===== src/rtl/mtf_dictionary.sv =====
`default_nettype none
// ============================================================================
// Module   : mtf_dictionary
// Purpose  : Move-to-front word dictionary with per-entry byte compare vectors.
//            Optional hit/miss statistics enabled by MTF_DICT_STATS_EN.
// Revision : 1.0
// ============================================================================
module mtf_dictionary #(
   parameter int DEPTH = 16,
   parameter int IDX_W = 4
) (
   input  logic               i_clk,
   input  logic               i_reset,
   input  logic               i_valid,
   output logic               o_ready,
   input  logic [31:0]        i_data,
   output logic               o_cmp_valid,
   output logic [4*DEPTH-1:0] o_cmp_vec,
   output logic [DEPTH-1:0]   o_valid_mask,
   input  logic               i_upd_valid,
   input  logic               i_upd_hit,
   input  logic [IDX_W-1:0]   i_upd_index,
   input  logic               i_flush,
   output logic [15:0]        o_hit_count,
   output logic [15:0]        o_miss_count
);

   typedef enum logic [1:0] {
      ST_IDLE    = 2'd0,
      ST_COMPARE = 2'd1,
      ST_HOLD    = 2'd2
   } state_t;

   state_t             r_state;
   logic               r_ready;
   logic               r_cmp_valid;
   logic [4*DEPTH-1:0] r_cmp_vec;
   logic [DEPTH-1:0]   r_mask;
   logic [31:0]        r_search;
   logic [31:0]        r_entry [DEPTH];

   logic [4*DEPTH-1:0] w_cmp;
   logic               w_hit_ok;

   // A hit on an empty slot carries no usable data, so it degrades to a miss.
   assign w_hit_ok = i_upd_hit && r_mask[i_upd_index];

   always_comb begin
      w_cmp = '0;
      for (int e = 0; e < DEPTH; e++) begin
         for (int k = 0; k < 4; k++) begin
            w_cmp[4*e+k] = r_mask[e] && (r_search[8*k +: 8] == r_entry[e][8*k +: 8]);
         end
      end
   end

   always_ff @(posedge i_clk or posedge i_reset) begin
      if (i_reset) begin
         r_state     <= ST_IDLE;
         r_ready     <= 1'b1;
         r_cmp_valid <= 1'b0;
         r_cmp_vec   <= '0;
         r_mask      <= '0;
         r_search    <= '0;
         for (int j = 0; j < DEPTH; j++) r_entry[j] <= '0;
      end else if (i_flush) begin
         r_state     <= ST_IDLE;
         r_ready     <= 1'b1;
         r_cmp_valid <= 1'b0;
         r_cmp_vec   <= '0;
         r_mask      <= '0;
         for (int j = 0; j < DEPTH; j++) r_entry[j] <= '0;
      end else begin
         case (r_state)
            ST_IDLE: begin
               if (i_valid) begin
                  r_search <= i_data;
                  r_ready  <= 1'b0;
                  r_state  <= ST_COMPARE;
               end
            end
            ST_COMPARE: begin
               r_cmp_vec   <= w_cmp;
               r_cmp_valid <= 1'b1;
               r_state     <= ST_HOLD;
            end
            ST_HOLD: begin
               if (i_upd_valid) begin
                  if (w_hit_ok) begin
                     for (int j = 1; j < DEPTH; j++) begin
                        if (IDX_W'(j) <= i_upd_index) r_entry[j] <= r_entry[j-1];
                     end
                     r_entry[0] <= r_entry[i_upd_index];
                  end else begin
                     for (int j = 1; j < DEPTH; j++) r_entry[j] <= r_entry[j-1];
                     r_entry[0] <= r_search;
                     r_mask     <= {r_mask[DEPTH-2:0], 1'b1};
                  end
                  r_cmp_valid <= 1'b0;
                  r_ready     <= 1'b1;
                  r_state     <= ST_IDLE;
               end
            end
            default: begin
               r_state <= ST_IDLE;
               r_ready <= 1'b1;
            end
         endcase
      end
   end

   assign o_ready      = r_ready;
   assign o_cmp_valid  = r_cmp_valid;
   assign o_cmp_vec    = r_cmp_vec;
   assign o_valid_mask = r_mask;

`ifdef MTF_DICT_STATS_EN
   logic        w_apply;
   logic [15:0] r_hit_count;
   logic [15:0] r_miss_count;

   assign w_apply = (r_state == ST_HOLD) && i_upd_valid && !i_flush;

   always_ff @(posedge i_clk or posedge i_reset) begin
      if (i_reset) begin
         r_hit_count  <= '0;
         r_miss_count <= '0;
      end else if (w_apply) begin
         if (w_hit_ok) begin
            if (r_hit_count != 16'hFFFF) r_hit_count <= r_hit_count + 16'd1;
         end else begin
            if (r_miss_count != 16'hFFFF) r_miss_count <= r_miss_count + 16'd1;
         end
      end
   end

   assign o_hit_count  = r_hit_count;
   assign o_miss_count = r_miss_count;
`else
   assign o_hit_count  = 16'h0000;
   assign o_miss_count = 16'h0000;
`endif

endmodule
`default_nettype wire


===== config.mk =====
export PLATFORM = sky130hd
export DESIGN_NAME = mtf_dictionary
export DESIGN_NICKNAME = d
export VERILOG_FILES = /design/src/rtl/mtf_dictionary.sv
export SDC_FILE = /design/constraint.sdc
export NUM_CORES = 2
export LEC_CHECK = 0
export ABC_AREA = 1
export CAP_MARGIN = 20
export CORE_ASPECT_RATIO = 0.7
export CORE_MARGIN = 5
export CORE_UTILIZATION = 56
export CTS_BUF_LIST = sky130_fd_sc_hd__clkbuf_4 sky130_fd_sc_hd__clkbuf_8 sky130_fd_sc_hd__clkbuf_16
export DETAILED_ROUTE_END_ITERATION = 8
export PLACE_DENSITY_LB_ADDON = 0.12
export SYNTH_ARGS = -nofsm -noshare
export SYNTH_HDL_FRONTEND = slang
export SYNTH_SLANG_ARGS = --single-unit

===== constraint.sdc =====
create_clock -name i_clk -period 20.6 [get_ports i_clk]
set_clock_uncertainty 0.1 [all_clocks]
set_input_delay 3.09 -clock i_clk [delete_from_list [all_inputs] [get_ports i_clk]]
set_output_delay 3.09 -clock i_clk [all_outputs]
set_load 0.05 [all_outputs]

==> impl_metrics.json <==
{
  "overflow": 0,
  "cpPeakStageDelay_ns": 0.59,
  "dr_total_vias": 35300,
  "tightestPinTransition_ns": 1.19,
  "tritoncts": "yes",
  "cpMaxStageDelayCell": "nand2_2",
  "power_density_mw_per_mm2": 95.3,
  "postSynthAreaPerCell_um2": 7.00,
  "worstSetupPathType": "in -> reg",
  "pin_count": 156,
  "cts_resized": 0,
  "final.period_utilization": 0.350,
  "seqPwrFrac": 0.360,
  "ys_ff_latch": 628,
  "htree_levels": 3,
  "period_minus_slack_ns": 7.22,
  "final-max-slew-violation-count": 0,
  "syn_area_mm2": 0.0386,
  "p_comb_frac": 0.327,
  "grt_pass1_wl_mm": 192,
  "via_per_inst": 5.53,
  "drtAntennaViolNets": 0,
  "path_clk_slew_ns": 0.06,
  "synth.most_common_cell": "nand2_1",
  "synthTopCellsByCount": "nand2_1, dfrtp_1, nand3_1",
  "grt_pass1_vias": 32500,
  "worst_ep_arrival_time_ns": 7.63,
  "cp_max_fo": 63,
  "layout-drive-gt1-share": 0.0449,
  "drc": 0,
  "grt_max_degree": 130,
  "nFillCells": 6385,
  "post_cts_buffers": 0,
  "antenna_found_initial": 4,
  "worstPathCellList": "buf_4 > inv_4 > buf_4 > nand3_1 > nand2_1 > nand2_1 > nand2_1 > nor2_4 > nor2_8 > nand2_1 > nand2_8 > buf_4 > nand2_2 > nand2_1 > nand2_1",
  "routedWlPerCell_um": 19.2,
  "insertion_delay_ns": 0.63,
  "cp_common_cell": "nand2_1",
  "startpoint_type": "input port",
  "yosys.area.top_type": "dfrtp_1",
  "dr.first_iter.drc_count": 4606,
  "synth.distinct_cells": 33,
  "wl_mm": 122,
  "rows": 80,
  "place_hpwl_mm": 82.2,
  "p_int_uw": 2520,
  "vdd_ir_drop_max_mv": 0.0791,
  "grt_usage": 0.326,
  "numCtsBuffers": 67,
  "rsz0062_at_grt": "false",
  "antenna_cells": 0,
  "cts-root-buf": "clkbuf_16",
  "cts_sinks": 628,
  "ys.warnings.count": 0,
  "power.switching_uw": 1520,
  "die_x_um": 324,
  "hold_viol_final": 0,
  "netlist_instances": 5523,
  "finalSetupTns_ns": 0,
  "worstSetupEndpointType": "flip-flop",
  "initial_core_util": 0.566,
  "p_sw_frac": 0.377,
  "worstPathRequired_ns": 21.01,
  "yosys-top-cells-area": "dfrtp_1, nand2_1, nand3_1",
  "core_region_area_mm2": 0.0683,
  "clkPwrFrac": 0.313,
  "max_slew_margin": 0.206,
  "power_leakage_uw": 0.0213,
  "synth_top_area_share": 0.406,
  "area_growth_pct": 9.59,
  "hold_class": "reg -> reg",
  "clock_path_buffers": 3,
  "status": "finished, final reports clean",
  "timing.fmax_mhz": 139,
  "port_buffers": 123,
  "finish.utilization": 0.620,
  "chipHeight_um": 230,
  "setup_viol": 0,
  "synthArstFlopShare": 1.00,
  "synth_edf_count": 0,
  "design_area_mm2": 0.0423,
  "globalplace.congestion": 0.901,
  "nets": 5469,
  "cap_violations": 0,
  "ys.flop_type": "dfrtp_1",
  "seq_area_frac_synth": 0.407,
  "firstDrtPassIters": 5,
  "holdBufCountCts": 0,
  "placed_cell_area_mm2": 0.0400,
  "die_area_mm2": 0.0744
}
-- registers in the layout, summed over array words and instances (netlist names) --
register,count
r_state,2
o_cmp_valid,1
o_ready,1
r_entry,512
r_search,32
o_valid_mask,16
o_cmp_vec,64
-- layout make-up --
type	instances	area, um2	share of cell area
sequential	628	15700	0.371
timing repair buffer	213	2010	0.0476
clock inverter	20	218	0.00514
inverter	462	1750	0.0414
tap	902	1130	0.0266
clock buffer	97	2020	0.0477
multi-input combinational	4055	19500	0.460
-- metal layers --
metal	GRT usage	wire [um]	share of wire
met5	0	46	0.00038
met4	0.0831	2900	0.024
met3	0.0886	13900	0.11
met2	0.443	49100	0.40
met1	0.510	56500	0.46
-- worst max-delay path: cells and delay by family --
kind	cells	cell delay [ns]
buf+inv	4	1.89
simple gates	11	2.50
-- cell families after synthesis --
logic type      count (synthesis)  synth area share
buf+inv                       871            0.0931
flops                         628             0.407
xor+xnor                      495             0.112
other cells                     1         0.0000970
simple gates                 3240             0.348
compound gates                288            0.0398
-- power groups by stage --
stage | combinational (uW) | sequential, uW | clock (uW)
2_1_floorplan | 940 | 1450 | 0
3_3_place_gp | 1270 | 1470 | 0
6_report | 1320 | 1450 | 1260
4_1_cts | 1290 | 1450 | 1270
3_5_place_dp | 1290 | 1470 | 0
5_1_grt | 1430 | 1460 | 1320
-- path summary, 6_finish.rpt --
path / cells past startpoint / startpoint / endpoint / slack, ns
worst max-delay path: 15 / i_upd_index[1] / r_entry[75] / 13.38
worst min-delay path: 2 / r_search[23] / r_search[23] / 0.37
worst max register to register: 14 / o_valid_mask[3] / r_entry[75] / 16.60
worst min register to register: 2 / r_search[23] / r_search[23] / 0.37
max in group asynchronous: 6 / i_reset / r_entry[119] / 14.32
min in group asynchronous: 2 / i_reset / r_entry[421] / 2.61
-- stage by stage --
stage / cells / hold slack [ns] / power [uW] / setup WS [ns]
6_report: 6377 / 0.371 / 4040 / 13.38
3_3_place_gp: 6253 / 0.354 / 2730 / 12.82
4_1_cts: 6371 / 0.375 / 4010 / 13.43
2_1_floorplan: 5554 / 0.364 / 2390 / 8.84
3_5_place_dp: 6254 / 0.360 / 2750 / 12.77
5_1_grt: 6377 / 0.397 / 4220 / 13.09
-- layout by cell type (no fill, tap or decap), drive strengths merged, types with 11 or more instances in the layout --
| cell type | instances |
|---|---|
| a21oi | 32 |
| buf | 92 |
| clkbuf | 98 |
| clkdlybuf4s50 | 120 |
| clkinv | 11 |
| conb | 32 |
| dfrtp | 627 |
| inv | 462 |
| nand2 | 2130 |
| nand3 | 546 |
| nand3b | 32 |
| nand4 | 106 |
| nor2 | 351 |
| nor3 | 20 |
| nor4 | 52 |
| o21ai | 229 |
| o41ai | 20 |
| xnor2 | 202 |
| xor2 | 293 |
Power figures use the tool's default switching activity.
